**src/rtl/input_sequence_capture.sv**
```systemverilog
// input_sequence_capture
//   Player input stage for one round: debounces the eight raw buttons,
//   converts each clean press into a button index and stores up to MAX_LEN
//   indices in press order. It raises done once the level-dependent number of
//   presses has been captured.
//
// Ports
//   clk        system clock (1 kHz), rising edge
//   rst        asynchronous reset, active-low
//   enable     pattern display finished; only looked at in IDLE
//   clear      one-cycle pulse, returns to IDLE and empties the buffer
//   level      one-hot round level: 001 -> 8, 010 -> 12, 100 -> 16 presses
//   btn        raw buttons, active-high, bit 0 = button 1
//   seq_flat   entry k on bits [IDX_W*k +: IDX_W], value = button number - 1
//   valid_mask bit k set once entry k is written
//   count      number of stored entries
//   done       target reached, held until clear or rst
//   multi_err  one-cycle pulse when simultaneous presses are rejected
//   led_echo   debounced button levels while capturing, else 0
module input_sequence_capture #(
   parameter int unsigned DEBOUNCE_CYCLES = 20,
   parameter int unsigned MAX_LEN         = 16,
   parameter int unsigned IDX_W           = 3
) (
   input  logic                         clk,
   input  logic                         rst,
   input  logic                         enable,
   input  logic                         clear,
   input  logic [2:0]                   level,
   input  logic [7:0]                   btn,
   output logic [MAX_LEN*IDX_W-1:0]     seq_flat,
   output logic [MAX_LEN-1:0]           valid_mask,
   output logic [$clog2(MAX_LEN+1)-1:0] count,
   output logic                         done,
   output logic                         multi_err,
   output logic [7:0]                   led_echo
);

   localparam int unsigned CNT_W = $clog2(MAX_LEN + 1);
   localparam int unsigned PTR_W = $clog2(MAX_LEN);
   localparam int unsigned DB_W  = $clog2(DEBOUNCE_CYCLES + 1);

   typedef enum logic [1:0] {
      S_IDLE,
      S_ARMED,
      S_CAPTURE,
      S_DONE
   } state_t;

   state_t           state;
   logic [DB_W-1:0]  db_cnt [8];
   logic [7:0]       deb;
   logic [7:0]       deb_q;
   logic [CNT_W-1:0] target;

   logic [7:0]       rise;
   logic [3:0]       n_ev;
   logic [IDX_W-1:0] ev_idx;
   logic [CNT_W-1:0] lvl_target;
   logic [CNT_W-1:0] count_inc;
   logic [PTR_W-1:0] wr_ptr;

   // Press decode: rising edges of the debounced levels, one cycle after the flip.
   always_comb begin
      rise   = deb & ~deb_q;
      n_ev   = '0;
      ev_idx = '0;
      for (int unsigned i = 0; i < 8; i++) begin
         if (rise[i]) begin
            n_ev   = n_ev + 4'd1;
            ev_idx = IDX_W'(i);
         end
      end
   end

   // Invalid level codes decode to 0, which keeps the block in IDLE.
   always_comb begin
      case (level)
         3'b001:  lvl_target = CNT_W'(8);
         3'b010:  lvl_target = CNT_W'(12);
         3'b100:  lvl_target = CNT_W'(16);
         default: lvl_target = '0;
      endcase
   end

   assign count_inc = count + 1'b1;
   assign wr_ptr    = count[PTR_W-1:0];

   always_ff @(posedge clk or negedge rst) begin
      if (!rst) begin
         state      <= S_IDLE;
         for (int unsigned i = 0; i < 8; i++) db_cnt[i] <= '0;
         deb        <= '0;
         deb_q      <= '0;
         target     <= '0;
         seq_flat   <= '0;
         valid_mask <= '0;
         count      <= '0;
         done       <= 1'b0;
         multi_err  <= 1'b0;
         led_echo   <= '0;
      end else begin
         // Debounce runs in every state and is not affected by clear.
         for (int unsigned i = 0; i < 8; i++) begin
            if (btn[i] == deb[i]) begin
               db_cnt[i] <= '0;
            end else if (db_cnt[i] == DB_W'(DEBOUNCE_CYCLES - 1)) begin
               deb[i]    <= ~deb[i];
               db_cnt[i] <= '0;
            end else begin
               db_cnt[i] <= db_cnt[i] + 1'b1;
            end
         end
         deb_q     <= deb;
         multi_err <= 1'b0;
         led_echo  <= (state == S_CAPTURE) ? deb : '0;

         if (clear) begin
            state      <= S_IDLE;
            seq_flat   <= '0;
            valid_mask <= '0;
            count      <= '0;
            done       <= 1'b0;
            led_echo   <= '0;
         end else begin
            case (state)
               S_IDLE: begin
                  if (enable && (lvl_target != '0)) begin
                     target <= lvl_target;
                     state  <= S_ARMED;
                  end
               end
               S_ARMED: begin
                  // A button still held from pattern display must be released first.
                  if (deb == '0) state <= S_CAPTURE;
               end
               S_CAPTURE: begin
                  if (n_ev == 4'd1) begin
                     seq_flat[wr_ptr*IDX_W +: IDX_W] <= ev_idx;
                     valid_mask[wr_ptr]              <= 1'b1;
                     count                           <= count_inc;
                     if (count_inc == target) begin
                        state <= S_DONE;
                        done  <= 1'b1;
                     end
                  end else if (n_ev > 4'd1) begin
                     multi_err <= 1'b1;
                  end
               end
               S_DONE: begin
                  done <= 1'b1;
               end
               default: state <= S_IDLE;
            endcase
         end
      end
   end

endmodule
```
**config.mk**
```make
export PLATFORM = sky130hd
export DESIGN_NAME = input_sequence_capture
export DESIGN_NICKNAME = d
export VERILOG_FILES = /design/src/rtl/input_sequence_capture.sv
export SDC_FILE = /design/constraint.sdc
export NUM_CORES = 1
export LEC_CHECK = 0
export CAP_MARGIN = 40
export CORE_MARGIN = 2
export CORE_UTILIZATION = 56
export CTS_BUF_LIST = sky130_fd_sc_hd__clkbuf_4 sky130_fd_sc_hd__clkbuf_8 sky130_fd_sc_hd__clkbuf_16
export DETAILED_ROUTE_END_ITERATION = 8
export PLACE_DENSITY_LB_ADDON = 0.3
export SETUP_SLACK_MARGIN = 0.3
export SLEW_MARGIN = 40
export SYNTH_ARGS = -nofsm -noshare
export SYNTH_HDL_FRONTEND = slang
export SYNTH_SLANG_ARGS = --single-unit
```
**constraint.sdc**
```tcl
create_clock -name clk -period 5.4 [get_ports clk]
set_input_delay 1.08 -clock clk [delete_from_list [all_inputs] [get_ports clk]]
set_output_delay 1.08 -clock clk [all_outputs]
set_load 0.005 [all_outputs]
```
; ---- Word level (Yosys, flattened, before mapping)
; Cells that the tools add are included.
; Widths: inputs -> output; s select.
[word_totals]
register_bits = 142
latch_bits = 0
mem_bits_rw = 0
mem_bits_ro = 0
in_bits = 15
output_inout_bits = 79
elab_cells = 177
mem_count = 0
[classes]
n_addsub = 17
mul = 1
div_mod_pow = 0
magnitude_cmp = 3
n_eq_ne = 28
shift = 2
n_mux = 60
bitwise = 20
reduce_logical = 21
[op_table]
columns = cell, count
row1 = $mux 48, 3
row2 = $mux 5, 19
row3 = $bwmux 48, 1
row4 = $mux 16, 3
row5 = $shift 3x34->48 const A, 1
row6 = $shiftx 3x34->48, 1
row7 = $add 5x1->5 const B, 9
row8 = $eq 5x5->1 const B, 8
row9 = $neg 6->34, 1
row10 = $add 4x1->4 const B, 7
row11 = $mux 4, 7
row12 = $mux 3, 6
row13 = $reduce_and 2->1, 9
row14 = $not 1->1, 17
row15 = $mux 8, 2
row16 = $or 16x16->16, 1
row17 = $pmux 5 s3, 1
row18 = $mux 1, 10
row19 = $mux 2, 5
row20 = $and 8x8->8, 1
row21 = $eq 1x1->1, 8
row22 = $logic_not 8->1, 1
row23 = $not 8->8, 1
row24 = $mul 4x2->6 const B, 1
row25 = other kinds (23), 29

; ---- Logic depth before layout (Yosys ltp)
[logic_depth]
word_depth = 22
mapped_depth = 27
ltp_nobuf = 25

; ---- Worst setup path after synthesis
; No wires, ideal clock.
[synth_path]
path_type = flip-flop to flip-flop
startpoint = register deb[0]
endpoint = register seq_flat[36]
setup_ns = 0.125
arrival_ns = 4.817
slack_ns = 0.459
stages_incl_launch_ff = 25
n_path_buf = 1
synth_period_minus_slack_ns = 4.941
cell_sequence = dfrtp_1 -> nor2b_1 -> ha_1 -> xnor2_4 -> inv_2 -> ha_1 -> nand2_1 -> o21ai_0 -> ha_1 -> nand2_1 -> nand3_1 -> ha_1 -> nor2_1 -> nor2_1 -> ha_1 -> a21o_1 -> ha_1 -> xor2_1 -> nand2b_1 -> mux2i_1 -> nand2_1 -> a22oi_1 -> buf_4 -> and4_1 -> mux2_2
[synth_between]
elab_chain_cells = 19
[synth_lines]
columns = item, line_no
row1 = "start, declared", 52  ; logic [7:0] deb;
row2 = "start signal, assigned by index", 108  ; deb[i] <= ~deb[i];
row3 = $and 8x8->8 (*), 65  ; rise = deb & ~deb_q;
row4 = $mux 1 (*), 69  ; if (rise[i]) begin
row5 = $add 4x1->4, 70  ; n_ev = n_ev + 4'd1;
row6 = $mux 4 (*), 69
row7 = $add 4x1->4, 70
row8 = $mux 4 (*), 69
row9 = $add 4x1->4, 70
row10 = $mux 4 (*), 69
row11 = (+3 left out), -
row12 = $mux 4 (*), 69
row13 = $add 4x1->4, 70
row14 = $mux 4 (*), 69
row15 = $add 4x1->4, 70
row16 = $mux 4 (*), 69
row17 = $eq 4x1->1 (*), 138  ; if (n_ev == 4'd1) begin
row18 = $reduce_bool 2->1 (no line) (*), -
row19 = $reduce_and 2->1 (no line) (*), -
row20 = "end signal, assigned by index", 139  ; seq_flat[wr_ptr*IDX_W +: IDX_W] <= ev_idx;
row21 = "end, declared", 31  ; output logic [MAX_LEN*IDX_W-1:0] seq_flat,
; Mark *: on every way between the ends. The rest lies on a longest branch, timed or not.
; A chain may end at the register's enable or synchronous reset.

; ---- Final worst setup path
[layout_path]
startpoint = register deb[0]
endpoint = register count[4]
[layout_between]
elab_chain_cells = 19
[layout_lines]
columns = item, line_no
row1 = $and 8x8->8 (*), 65
row2 = $mux 1 (*), 69
row3 = $add 4x1->4, 70
row4 = $mux 4 (*), 69
row5 = $add 4x1->4, 70
row6 = $mux 4 (*), 69
row7 = $add 4x1->4, 70
row8 = $mux 4 (*), 69
row9 = (+3 left out), -
row10 = $mux 4 (*), 69
row11 = $add 4x1->4, 70
row12 = $mux 4 (*), 69
row13 = $add 4x1->4, 70
row14 = $mux 4 (*), 69
row15 = $eq 4x1->1 (*), 138
row16 = $reduce_bool 2->1 (no line) (*), -
row17 = $reduce_and 2->1 (no line) (*), -
row18 = "end signal, assigned", 141  ; count <= count_inc;
row19 = "end, declared", 33  ; output logic [$clog2(MAX_LEN+1)-1:0] count,
; Marked as above.

==> impl_metrics.toml <==
[status]
outcome = "finished clean"

[setup_path]
crit_path_max_incr_delay_ps = 500
rrSetupSlack_ps = 480
crit_slowest_cell = "a221o_4"
crit_top_cell = "ha_1"
crit_type = "flip-flop to flip-flop"
r2r_cells = 25
critPathRequiredTime_ps = 5740
timing.rr.end = "count[4]$_DFFE_PN0P_"
cp-end-kind = "flip-flop"
start_kind = "flip-flop"
critPathMaxFanout = 5
arrival_ps = 5260
r2r_start = "deb[0]$_DFFE_PN0P_"

[floorplan]
die-width_um = 117.3
floorplan.initialDensity_pct = 57.23
core_area_um2 = 12570
fp.dieH_um = 117.3
rows = 41
pin_count = 94
die_area_um2 = 13770

[cells_and_area]
final_core_util_pct = 72.12
final_area_um2 = 9064
syn_to_final_growth_pct = 26.00
diodes = 0
layout-drive-gt1-share_pct = 14.11
instances_no_fill = 966
nets = 826

[worst_hold_path]
hold_depth = 1
hold_end = "db_cnt[35]$_DFF_PN0_"
hold_path.class = "flip-flop to flip-flop"
worst_hold_startpoint = "db_cnt[35]$_DFF_PN0_"

[drt]
wl_per_cell_um = 16.94
vias = 5484
dr.pass1.iters = 5
vias_per_cell = 5.677
drtAntennaViolNets = 0
drc = 0
wl_mm = 16.36
drtIter0Drc = 437

[global_route]
grt_first_pass_wirelength_mm = 26.95
track_usage_pct = 24.28
grt_max_degree = 95
overflow = 0
grt_pass1_vias = 5592
grt_antenna_before_repair = 0

[clock_network]
clk_pin_slew_ps = 50
clk_path_buf_depth = 2
hold_buffers = 0
cts_tree = "done"
h-tree-depth = 4
cts_sinks = 140
root_buffer = "clkbuf_16"
clk_latency_ps = 420
cts_buffers = 17

[synth]
synthArstFlopShare_pct = 100.0
ys_ff_latch = 140
yosysUniqueCellTypes = 62
netlist_instances = 681
syn_avg_cell_area_um2 = 10.56
synth_flop_cell = "dfrtp_1"
synth_top_area_share_pct = 48.70
syn-num-nets = 721
ys_seq_area_share_pct = 48.70
synth_area_leaders = "dfrtp_1 (49%), mux2i_1 (6.5%), nand2b_1 (5.6%)"
synth_top_area_cell = "dfrtp_1"
yosysWarnings = 0
netlist_area_um2 = 7193
synth_edf_count = 0

[sta]
rsz0062_at_grt = "no"
period_needed_ps = 4916
fin_worst_skew_ps = 3.741
max_freq_mhz = 203.4
slew_violations = 0
setup_viol = 0
hold_viol_final = 0
fin_crit_sh_pct = 91.03
maxSlewHeadroom_pct = 45.91
tightest_slew_ps = 811.4

[placement]
place_area_um2 = 8263
port_buffers = 93
place_congestion = 0.9294
place_hpwl_mm = 11.09
place_inst = 930

[pwr]
leakage_nw = 4.026
power.density_nw_per_um2 = 268.6
ir_drop_mv = 0.1876

[flow_run]
cap_violations = 0
==> metal layers <==
metal	vias to the layer above	wire (um)	global-route usage (%)
met5	-	0	0
met4	0	299	10.02
met3	27	644	4.864
met2	146	8597	42.84
met1	2766	6823	29.05
li1	2545	-	-
==> per-stage QoR <==
step                power (mW)  setup TNS (ps)  worst slack (ps)  hold WS, ps
CTS                      2.441               0             314.0        465.5
global placement         1.360               0             239.6        448.3
floorplan                1.297               0             458.5        431.3
finish                   2.435               0             484.2        460.2
detailed placement       1.377          -210.3            -58.70        458.5
global route             2.528               0             230.5        485.2
==> worst max-delay path, delay by kind of cell, from the launching register on <==
family / cells / cell delay, ps
adders and majority gates: 6 / 1470
xor gates and xnor gates: 1 / 160
AOI/OAI and AO/OA: 5 / 1070
and+or+nand+nor: 10 / 1420
buffers and inverters: 2 / 140
DFF: 1 / 350
muxes: 1 / 200
==> placed cells by master (no fill, tap or decap), types with 3 or more instances in the layout <==
| cell | instances |
|---|---|
| o32ai_1 | 4 |
| nand3b_1 | 6 |
| nand2b_1 | 63 |
| mux2i_1 | 46 |
| nand2_2 | 3 |
| nor3_4 | 4 |
| xor2_1 | 12 |
| o31ai_1 | 3 |
| dfrtp_1 | 140 |
| nand3_2 | 4 |
| a21oi_1 | 7 |
| o21ai_0 | 19 |
| clkbuf_8 | 7 |
| nand3_1 | 29 |
| nor3_1 | 15 |
| and2_1 | 8 |
| inv_2 | 3 |
| clkdlybuf4s50_1 | 91 |
| ha_1 | 22 |
| mux2_2 | 20 |
| xnor2_1 | 27 |
| nor2b_1 | 17 |
| clkbuf_16 | 17 |
| nor3b_1 | 7 |
| a22oi_1 | 6 |
| buf_4 | 13 |
| nor2_1 | 52 |
| inv_1 | 29 |
| ha_4 | 3 |
| o22ai_1 | 7 |
| nand2_1 | 47 |
==> sequential cells by signal (all words and copies together) (netlist names), 2 cells and up <==
name and flops:
deb_q 8, valid_mask 16, seq_flat 48, state 2, deb 8, target 3
count 5, db_cnt 40, led_echo 8
==> cell families (layout without fill, tap and decap cells) <==
group	Yosys count	count (layout)	synth area share [%]
mux	67	67	9.671
flops	140	140	48.70
compound gates	69	70	6.610
xor+xnor	44	44	6.019
fa+ha+maj	25	25	4.349
buf+inv	55	167	3.444
simple gates	281	281	21.20
==> final cells by class <==
type                       count  area [um2]
sequential                   140        3503
clock inverter                 2       10.01
inverter                      32       120.1
fill                         901        3505
multi-input combinational    487        3626
tap                          172       215.2
timing repair buffer         108        1066
clock buffer                  25       523.0
==> cells in the mapped netlist (3+ instances only) <==
master,number
a22oi_1,7
mux2i_1,47
clkbuf_1,14
inv_1,31
a21oi_1,8
nand2_1,50
xor2_1,13
o32ai_1,6
and2_1,8
o22ai_1,7
nand2b_1,64
nand3b_1,6
nand3_1,31
nand3_2,3
nor2_1,53
mux2_2,20
dfrtp_1,140
o31ai_1,3
nor3_2,3
o41ai_1,3
nor3b_1,7
buf_4,4
ha_1,25
nor3_1,15
o21ai_0,20
nor2b_1,18
xnor2_1,28
==> worst max path at each step <==
stage	slack, ps	start	depth (start not counted)	end
finish	480	deb[0]$_DFFE_PN0P_	25	count[4]$_DFFE_PN0P_
global route	230	deb_q[0]$_DFF_PN0_	25	count[4]$_DFFE_PN0P_
CTS	310	deb[1]$_DFFE_PN0P_	24	valid_mask[9]$_DFFE_PN0P_
global placement	240	deb[0]$_DFFE_PN0P_	23	seq_flat[7]$_DFFE_PN0P_
floorplan	460	deb[0]$_DFFE_PN0P_	24	seq_flat[36]$_DFFE_PN0P_
detailed placement	-60	deb[1]$_DFFE_PN0P_	24	seq_flat[44]$_DFFE_PN0P_
==> power by group <==
| group | internal, mW | switching (mW) |
|---|---|---|
| sequential | 1.09 | 0.0308 |
| combinational | 0.114 | 0.147 |
| clock | 0.655 | 0.404 |
==> what timing repair did <==
item                       in CTS  in global routing
setup endpoints to repair      67                 71
gates resized for setup        13                 17
buffers inserted                4                  3
pin swaps                       4                  7
cloned                          1                  0
(Power assumes the default switching activity.)
